==> src/rtl/tt_um_crc3_framer_if.sv <==
// Tiny Tapeout style pin bundle for the CRC-3 framer.
// The master side is the pad/stimulus side; the framer connects through the slave side.
interface tt_um_crc3_framer_if;
  logic [7:0] ui_in;
  logic [7:0] uo_out;
  logic [7:0] uio_in;
  logic [7:0] uio_out;
  logic [7:0] uio_oe;

  modport master (
    output ui_in,
    output uio_in,
    input  uo_out,
    input  uio_out,
    input  uio_oe
  );

  modport slave (
    input  ui_in,
    input  uio_in,
    output uo_out,
    output uio_out,
    output uio_oe
  );
endinterface

==> src/rtl/tt_um_crc3_framer.sv <==
// Frames a 5-bit message plus 3 zero flush slots onto the CRC-3 encoder's enable/bit pair,
// with a one-word holding register, sticky overflow and a wrapping completed-frame count.
module tt_um_crc3_framer (
  input  logic                clk,
  input  logic                rst_n,
  input  logic                ena,
  tt_um_crc3_framer_if.slave  bus
);

  typedef enum logic [0:0] {StIdle, StSend} state_e;

  state_e     state_q, state_d;
  logic [4:0] sr_q, sr_d;
  logic [2:0] slot_q, slot_d;
  logic [4:0] hold_q, hold_d;
  logic       pending_q, pending_d;
  logic       load_q, load_d;
  logic       overflow_q, overflow_d;
  logic [2:0] count_q, count_d;
  logic       tx_en_q, tx_en_d;
  logic       tx_bit_q, tx_bit_d;
  logic       busy_q, busy_d;

  logic [4:0] msg;
  logic       load, abort, load_pulse;
  logic       unused_bits;

  assign msg        = bus.ui_in[4:0];
  assign load       = bus.ui_in[5];
  assign abort      = bus.ui_in[6];
  assign load_pulse = load & ~load_q;
  assign unused_bits = ^{bus.uio_in, bus.ui_in[7]};

  always_comb begin
    logic       launch;
    logic [4:0] word;
    launch     = 1'b0;
    word       = 5'd0;
    state_d    = state_q;
    sr_d       = sr_q;
    slot_d     = slot_q;
    hold_d     = hold_q;
    pending_d  = pending_q;
    load_d     = load_q;
    overflow_d = overflow_q;
    count_d    = count_q;
    tx_en_d    = tx_en_q;
    tx_bit_d   = tx_bit_q;

    if (ena) begin
      load_d = load;
      if (abort) begin
        state_d   = StIdle;
        tx_en_d   = 1'b0;
        tx_bit_d  = 1'b0;
        pending_d = 1'b0;
      end else begin
        unique case (state_q)
          StIdle: begin
            if (pending_q) begin
              launch    = 1'b1;
              word      = hold_q;
              pending_d = 1'b0;
              // A fresh load arriving as the held word launches refills the holder.
              if (load_pulse) begin
                hold_d    = msg;
                pending_d = 1'b1;
              end
            end else if (load_pulse) begin
              launch = 1'b1;
              word   = msg;
            end
          end
          StSend: begin
            if (load_pulse) begin
              if (!pending_q) begin
                hold_d    = msg;
                pending_d = 1'b1;
              end else begin
                overflow_d = 1'b1;
              end
            end
            if (slot_q == 3'd7) begin
              state_d  = StIdle;
              tx_en_d  = 1'b0;
              tx_bit_d = 1'b0;
              count_d  = count_q + 3'd1;
            end else begin
              // Zeros shift in behind the data, so slots 5..7 emit the flush bits.
              slot_d   = slot_q + 3'd1;
              tx_bit_d = sr_q[3];
              sr_d     = {sr_q[3:0], 1'b0};
            end
          end
        endcase

        if (launch) begin
          state_d  = StSend;
          sr_d     = word;
          slot_d   = 3'd0;
          tx_en_d  = 1'b1;
          tx_bit_d = word[4];
        end
      end
    end

    busy_d = tx_en_d | pending_d;
  end

  always_ff @(posedge clk or negedge rst_n) begin
    if (!rst_n) begin
      state_q    <= StIdle;
      sr_q       <= 5'd0;
      slot_q     <= 3'd0;
      hold_q     <= 5'd0;
      pending_q  <= 1'b0;
      load_q     <= 1'b0;
      overflow_q <= 1'b0;
      count_q    <= 3'd0;
      tx_en_q    <= 1'b0;
      tx_bit_q   <= 1'b0;
      busy_q     <= 1'b0;
    end else begin
      state_q    <= state_d;
      sr_q       <= sr_d;
      slot_q     <= slot_d;
      hold_q     <= hold_d;
      pending_q  <= pending_d;
      load_q     <= load_d;
      overflow_q <= overflow_d;
      count_q    <= count_d;
      tx_en_q    <= tx_en_d;
      tx_bit_q   <= tx_bit_d;
      busy_q     <= busy_d;
    end
  end

  assign bus.uo_out  = {count_q, overflow_q, pending_q, busy_q, tx_bit_q, tx_en_q};
  assign bus.uio_out = 8'h00;
  assign bus.uio_oe  = 8'h00;

endmodule

==> src/flat_wrapper.sv <==
// flat-port wrapper written by rule: the top's interface ports become plain ports
module tt_um_crc3_framer_flat 
  (clk, rst_n, ena, bus_ui_in, bus_uio_in, bus_uo_out, bus_uio_out, bus_uio_oe);
  tt_um_crc3_framer_if bus_i ();
  input  logic clk;
  input  logic rst_n;
  input  logic ena;
  input wire logic [$bits(bus_i.ui_in)-1:0] bus_ui_in;
  input wire logic [$bits(bus_i.uio_in)-1:0] bus_uio_in;
  output wire logic [$bits(bus_i.uo_out)-1:0] bus_uo_out;
  output wire logic [$bits(bus_i.uio_out)-1:0] bus_uio_out;
  output wire logic [$bits(bus_i.uio_oe)-1:0] bus_uio_oe;
  assign bus_i.ui_in = bus_ui_in;
  assign bus_i.uio_in = bus_uio_in;
  assign bus_uo_out = bus_i.uo_out;
  assign bus_uio_out = bus_i.uio_out;
  assign bus_uio_oe = bus_i.uio_oe;
  tt_um_crc3_framer u_core (.clk(clk), .rst_n(rst_n), .ena(ena), .bus(bus_i));
endmodule
==> config.mk <==
export PLATFORM = sky130hd
export DESIGN_NAME = tt_um_crc3_framer_flat
export DESIGN_NICKNAME = d
export VERILOG_FILES = /design/src/rtl/tt_um_crc3_framer_if.sv /design/src/rtl/tt_um_crc3_framer.sv /design/src/flat_wrapper.sv
export SDC_FILE = /design/constraint.sdc
export NUM_CORES = 1
export LEC_CHECK = 0
export ABC_AREA = 1
export CAP_MARGIN = 15
export CORE_ASPECT_RATIO = 0.7
export CORE_MARGIN = 5
export CORE_UTILIZATION = 44
export DETAILED_ROUTE_END_ITERATION = 8
export HOLD_SLACK_MARGIN = 0.12
export PLACE_DENSITY_LB_ADDON = 0.25
export SKIP_LAST_GASP = 1
export SYNTH_ARGS = -nofsm -noshare
export SYNTH_HDL_FRONTEND = slang
export SYNTH_SLANG_ARGS = --single-unit
==> constraint.sdc <==
create_clock -name clk -period 1.75 [get_ports clk]
set_input_delay 0.35 -clock clk [delete_from_list [all_inputs] [get_ports clk]]
set_output_delay 0.35 -clock clk [all_outputs]
set_load 0.05 [all_outputs]
==> results of run 1 <==
[per-stage QoR]
stage	power, mW	setup slack (ps)	hold WS (ps)
final	1.53	163	428
after global routing	1.62	26.3	455
after CTS	1.54	48.9	440
after detailed placement	1.06	31.7	458
after global placement	1.05	55.7	451
after floorplan	0.991	287	54.4
[layer usage]
layer  vias up  share of wire [%]
met5         -                  0
met4         0               0.51
met3         3                8.0
met2        27                 43
met1       423                 49
li1        489                  -
[logic make-up (layout without fill, tap and decap cells)]
| logic type | after synthesis | after routing |
|---|---|---|
| and+or+nand+nor | 87 | 87 |
| xor gates and xnor gates | 2 | 2 |
| other | 1 | 16 |
| AOI/OAI and AO/OA | 8 | 8 |
| adders and majority gates | 3 | 3 |
| buffers and inverters | 34 | 38 |
| DFF | 22 | 22 |
[sequential cells by signal, summed over array words and instances, names as in the netlist]
| name | count |
|---|---|
| u_core.tx_bit_q | 1 |
| u_core.sr_q | 4 |
| u_core.load_q | 1 |
| u_core.state_q | 1 |
| u_core.overflow_q | 1 |
| u_core.hold_q | 5 |
| u_core.count_q | 3 |
| u_core.slot_q | 3 |
| u_core.pending_q | 1 |
| u_core.busy_q | 1 |
| u_core.tx_en_q | 1 |
[critical path, stage by stage, from the launching register on]
cell	delay (ps)
dfrtp_1	410
ha_1	200
ha_1	230
nand2_1	110
inv_1	70
nor2_4	90
nand2_2	160
nor2_1	130
nand2_1	70
nand2_1	60
[layout make-up]
class                           instances  area, sq um
Multi-Input combinational cell        116          531
Tap cell                               36         45.0
Clock inverter                          1         30.0
Sequential cell                        22          551
Inverter                               11         41.3
Timing Repair Buffer                   23          208
Clock buffer                            3         41.3
Fill cell                             258         1300
[report_power, final]
part / switching [mW] / internal [mW] / total, mW
sequential: 0.0601 / 0.609 / 0.669
clock: 0.172 / 0.306 / 0.478
combinational: 0.263 / 0.120 / 0.383
total: 0.495 / 1.03 / 1.53
[how the worst min path moves through the flow]
stage,end,depth (start not counted)
after floorplan,u_core.busy_q,0
after global placement,u_core.overflow_q,2
after detailed placement,u_core.hold_q[0],2
after CTS,u_core.overflow_q,2
after global routing,u_core.busy_q,2
final,u_core.pending_q,2
[cell usage in the layout (no fill, tap or decap), drive strengths merged]
master and instances:
ha 3, or2 1, bufinv 1, nor2 13
a21oi 2, nand3 16, dfrtp 22, o31ai 1
conb 16, buf 14, clkbuf 3, inv 11
o21ai 5, clkdlybuf4s50 9, xnor2 2, nand2 57
==> run_results.csv, run 1 <==
group,metric,value,unit
floorplan,initial_core_util,45.2,%
logic_synthesis,synthArstFlopShare,100,%
hold_path,hold_class,"in -> async",
critical_path,start_kind,"register",
logic_synthesis,yosysUniqueCellTypes,20,
clocking,clk_pin_slew,90,ps
logic_synthesis,ys_ff_latch,22,
logic_synthesis,synth_top_family_by_area,"simple AND/OR/NAND/NOR gates",
placed_design,placed_cells,208,
logic_synthesis,yosysMostFrequentCell,"nand2_1",
critical_path,endpoint,"u_core.sr_q[1]",
global_routing,grt_pass1_vias,875,
finish,drive_gt1_share,14.8,%
detailed_routing,wl_per_cell,11.1,um
finish,area_delta_synth_final,16.7,%
clocking,cts_root_buf,"clkbuf_8",
clocking,cts_tree,"built",
clocking,hold_buffers,0,
critical_path,path_max_fanout,11,
logic_synthesis,synth_xor_area_share,1.41,%
pwr,p_leak,0.790,nW
floorplan,io_pins,43,
critical_path,crit_arrival,1790,ps
sta,final-hold-violation-count,0,
detailed_routing,drt_iter0_markers,72,
finish,utilization,52.7,%
logic_synthesis,synthFlopType,"dfrtp_1",
placed_design,placed_cell_area,1370,sq um
clocking,cts_htree_levels,1,
floorplan,die_w,73.5,um
clocking,numClockSinks,22,
sta,fin_crit,1590,ps
detailed_routing,vias_per_cell,4.44,
global_routing,grt_pass1_wl,3.91,mm
logic_synthesis,synth_compound_area_share,3.73,%
pwr,power.density,1060,nW/um^2
global_routing,grt-busiest-layer,"met2",
sta,post-route-period-util,90.7,%
finish,antenna_cells,0,
pwr,peakVddDrop,0.000780,V
logic_synthesis,synth_top_area_share,44.4,%
logic_synthesis,synth_fa_ha_area_share,3.03,%
detailed_routing,ant_nets,0,
sta,setup_viol,0,
critical_path,reg2reg_from,"u_core.slot_q[0]",
global_routing,grt_use_met1,16.9,%
finish,layout.nets,199,
clocking,postCtsResizedCells,0,
detailed_routing,drt_wl_total,2.34,mm
logic_synthesis,synthMuxAreaShare,0,%
logic_synthesis,synth_edf_count,0,
logic_synthesis,synth_common_cells,"nand2_1 (55), buf_4 (22), dfrtp_1 (22)",
finish,final_area,1450,sq um
status,status,"finished clean",
global_routing,grt_max_degree,23,
placed_design,numPortBuffers,17,
logic_synthesis,yosysWarnings,0,
clocking,clock_latency,270,ps
critical_path,worstSetupStartpoint,"u_core.slot_q[0]",
clocking,cts_setup_buffers,0,
floorplan,fp.dieH,54.4,um
global_routing,grt_use_total,12.8,%
finish,layout.cells.non_filler,212,
logic_synthesis,synth-simple-area-share,29.6,%
clocking,cts.path.max_buffers,2,
floorplan,dieArea,4000,sq um
clocking,numCtsBuffers,3,
critical_path,r2r-end,"u_core.sr_q[1]",
critical_path,cp.required,1950,ps
global_routing,met3_usage,4.22,%
global_routing,antenna_found_initial,0,
sta,fin_tns_setup,0,ps
placed_design,dpl.hpwl,1.78,mm
detailed_routing,via_count,942,
sta,finClkSkew,7.97,ps
job,drv_cap,0,
sta,rsz0062_at_grt,"no",
sta,drv_slew,0,
critical_path,reg2regPathDepth,9,
critical_path,r2r_slack,160,ps
floorplan,core,2740,sq um
detailed_routing,first_pass_iters,4,
critical_path,timing_worst_setup_path_type,"reg -> reg",
logic_synthesis,seq_area_frac_synth,44.4,%
floorplan,rows,16,
logic_synthesis,syn_area_per_cell,7.90,sq um
logic_synthesis,synth_top_cell_by_area,"dfrtp_1",
logic_synthesis,synthCells,157,
critical_path,worstSetupEndpointType,"register",
global_routing,met2_usage,20.4,%
global_routing,grt_overflow,0,
logic_synthesis,synth_area_leaders,"dfrtp_1 (44%), nand2_1 (17%), buf_4 (13%)",
sta,fmaxAchievable,630,MHz
logic_synthesis,synth_area,1240,sq um
detailed_routing,drc,0,
placed_design,place_congestion,0.774,
Note: power is estimated with default switching activity, not from simulation.
==> run 2: changes to the inputs <==
Settings changed: CAP_MARGIN 15 to unset, CORE_UTILIZATION 44 to 48, SKIP_CTS_REPAIR_TIMING set to 1.
Clock period 1.75 ns to 2 ns, I/O delays scaled along.
==> run 2 against run 1 <==
  * Sequential share of layout area is 1.0 points higher
  * Utilization is 4.5 points higher
  * Clock power is 34% lower
  * Combinational power is 15% lower
  * Via count is 1.3% higher
  * Count of clock-buffer cells in the layout is 1 higher
  * Cell count is 2.4% lower
  * Highest routed layer unchanged
==> run_results.csv, run 2 (synthesis results as in run 1) <==
group,metric,value,unit
sta,relSlewSlack,66.7,%
finish,largest_register_ffs,5,
critical_path,start_kind,"register",
critical_path,crit_path_top_delay_cell,"clkdlybuf4s50_1",
floorplan,fp.dieH,52.5,um
global_routing,grt_pass1_vias,857,
sta,post-route-period-util,94.1,%
critical_path,reg2reg_from,"u_core.slot_q[0]",
placed_design,numPortBuffers,17,
finish,biggestRegsByFlops,"u_core.hold_q x5, u_core.sr_q x4",
finish,layout_commonest_cell,"nand2_1",
detailed_routing,ant_nets,0,
sta,worstMarginPinSlew,498,ps
critical_path,cp_top_family,"buffers and inverters",
critical_path,worstSetupStartpoint,"u_core.count_q[0]",
clocking,cts_htree_levels,1,
floorplan,rows,15,
critical_path,path_max_fanout,3,
sta,drv_slew,0,
detailed_routing,via_count,954,
floorplan,core,2460,sq um
floorplan,dieArea,3720,sq um
placed_design,dpl.hpwl,1.74,mm
global_routing,grt_pass1_wl,3.74,mm
sta,fmaxAchievable,531,MHz
critical_path,cp_cell_sequence,"clkdlybuf4s50_1",
hold_path,hold_class,"in -> async",
sta,fin_tns_setup,0,ps
critical_path,worstSetupEndpointType,"primary output",
global_routing,grt_max_degree,23,
global_routing,antenna_found_initial,0,
pwr,power.density,872,nW/um^2
clocking,numCtsBuffers,3,
critical_path,r2r_slack,240,ps
detailed_routing,drt_iter0_markers,29,
job,drv_cap,0,
sta,setup_viol,0,
clocking,cts.path.max_buffers,2,
finish,drive_gt1_share,8.67,%
finish,final_cell_mix,"nand2_1 (55), dfrtp_1 (22), nand3_1 (16), conb_1 (16), clkdlybuf4s50_1 (16)",
floorplan,die_w,70.7,um
clocking,clk_pin_slew,70,ps
detailed_routing,first_pass_iters,4,
clocking,numClockSinks,22,
global_routing,grt_overflow,0,
critical_path,timing_worst_setup_path_type,"reg -> out",
sta,fin_crit,1880,ps
finish,antenna_cells,0,
critical_path,path_buf_inv,1,
critical_path,crit_arrival,1480,ps
clocking,clock_latency,260,ps
critical_path,cp.required,1600,ps
detailed_routing,wl_per_cell,10.8,um
sta,rsz0062_at_grt,"no",
sta,finClkSkew,2.41,ps
critical_path,cpPeakStageDelay,820,ps
finish,layout.nets,196,
detailed_routing,vias_per_cell,4.61,
detailed_routing,drc,0,
clocking,cts_tree,"built",
finish,regMostFlops,"u_core.hold_q",
clocking,cts_root_buf,"clkbuf_8",
floorplan,io_pins,43,
pwr,p_leak,0.754,nW
global_routing,grt_use_total,13.5,%
status,status,"finished clean",
placed_design,place_congestion,0.784,
finish,area_delta_synth_final,13.5,%
finish,utilization,57.3,%
detailed_routing,drt_wl_total,2.24,mm
pwr,peakVddDrop,0.000502,V
placed_design,placed_cells,203,
finish,layout.cells.non_filler,207,
floorplan,initial_core_util,50.4,%
sta,final-hold-violation-count,0,
## run 2: per-stage QoR
step / area (sq um) / hold slack, ps / power, mW / setup slack (ps)
floorplan: 1300 / 104 / 0.867 / 537
global placement: 1350 / 457 / 0.910 / 219
detailed placement: 1350 / 462 / 0.921 / 180
CTS: 1410 / 481 / 1.24 / 106
global route: 1410 / 503 / 1.31 / 71.1
finish: 1410 / 473 / 1.23 / 118
## run 2: worst paths after layout
kind                                      to  cells after the start
max                            bus_uo_out[5]                      1
min                           u_core.tx_en_q                      2
max reg2reg                   u_core.sr_q[1]                      9
min reg2reg                 u_core.hold_q[3]                      2
max in group asynchronous  u_core.count_q[0]                      2
min in group clk            u_core.hold_q[3]                      2
## run 2: final cells by class
class | instances | area [sq um]
multi-input cells | 116 | 528
fillers | 245 | 1050
flip-flops and latches | 22 | 551
repair buffers | 20 | 190
inverters | 11 | 41.3
clock buffers | 4 | 55.1
well taps | 34 | 42.5
## run 2: per-layer routing
layer / track usage [%] / vias to the layer above / wire [um]
li1: - / 483 / -
met1: 14.7 / 430 / 1000
met2: 23.1 / 36 / 1010
met3: 4.79 / 5 / 178
met4: 7.50 / 0 / 52
met5: 0 / - / 0
## run 2: power by group
| group | switching (mW) | total [mW] | leakage, nW | internal, mW |
|---|---|---|---|---|
| sequential | 0.0526 | 0.586 | 0.281 | 0.533 |
| clock | 0.139 | 0.315 | 0.0288 | 0.176 |
| combinational | 0.227 | 0.327 | 0.443 | 0.0998 |
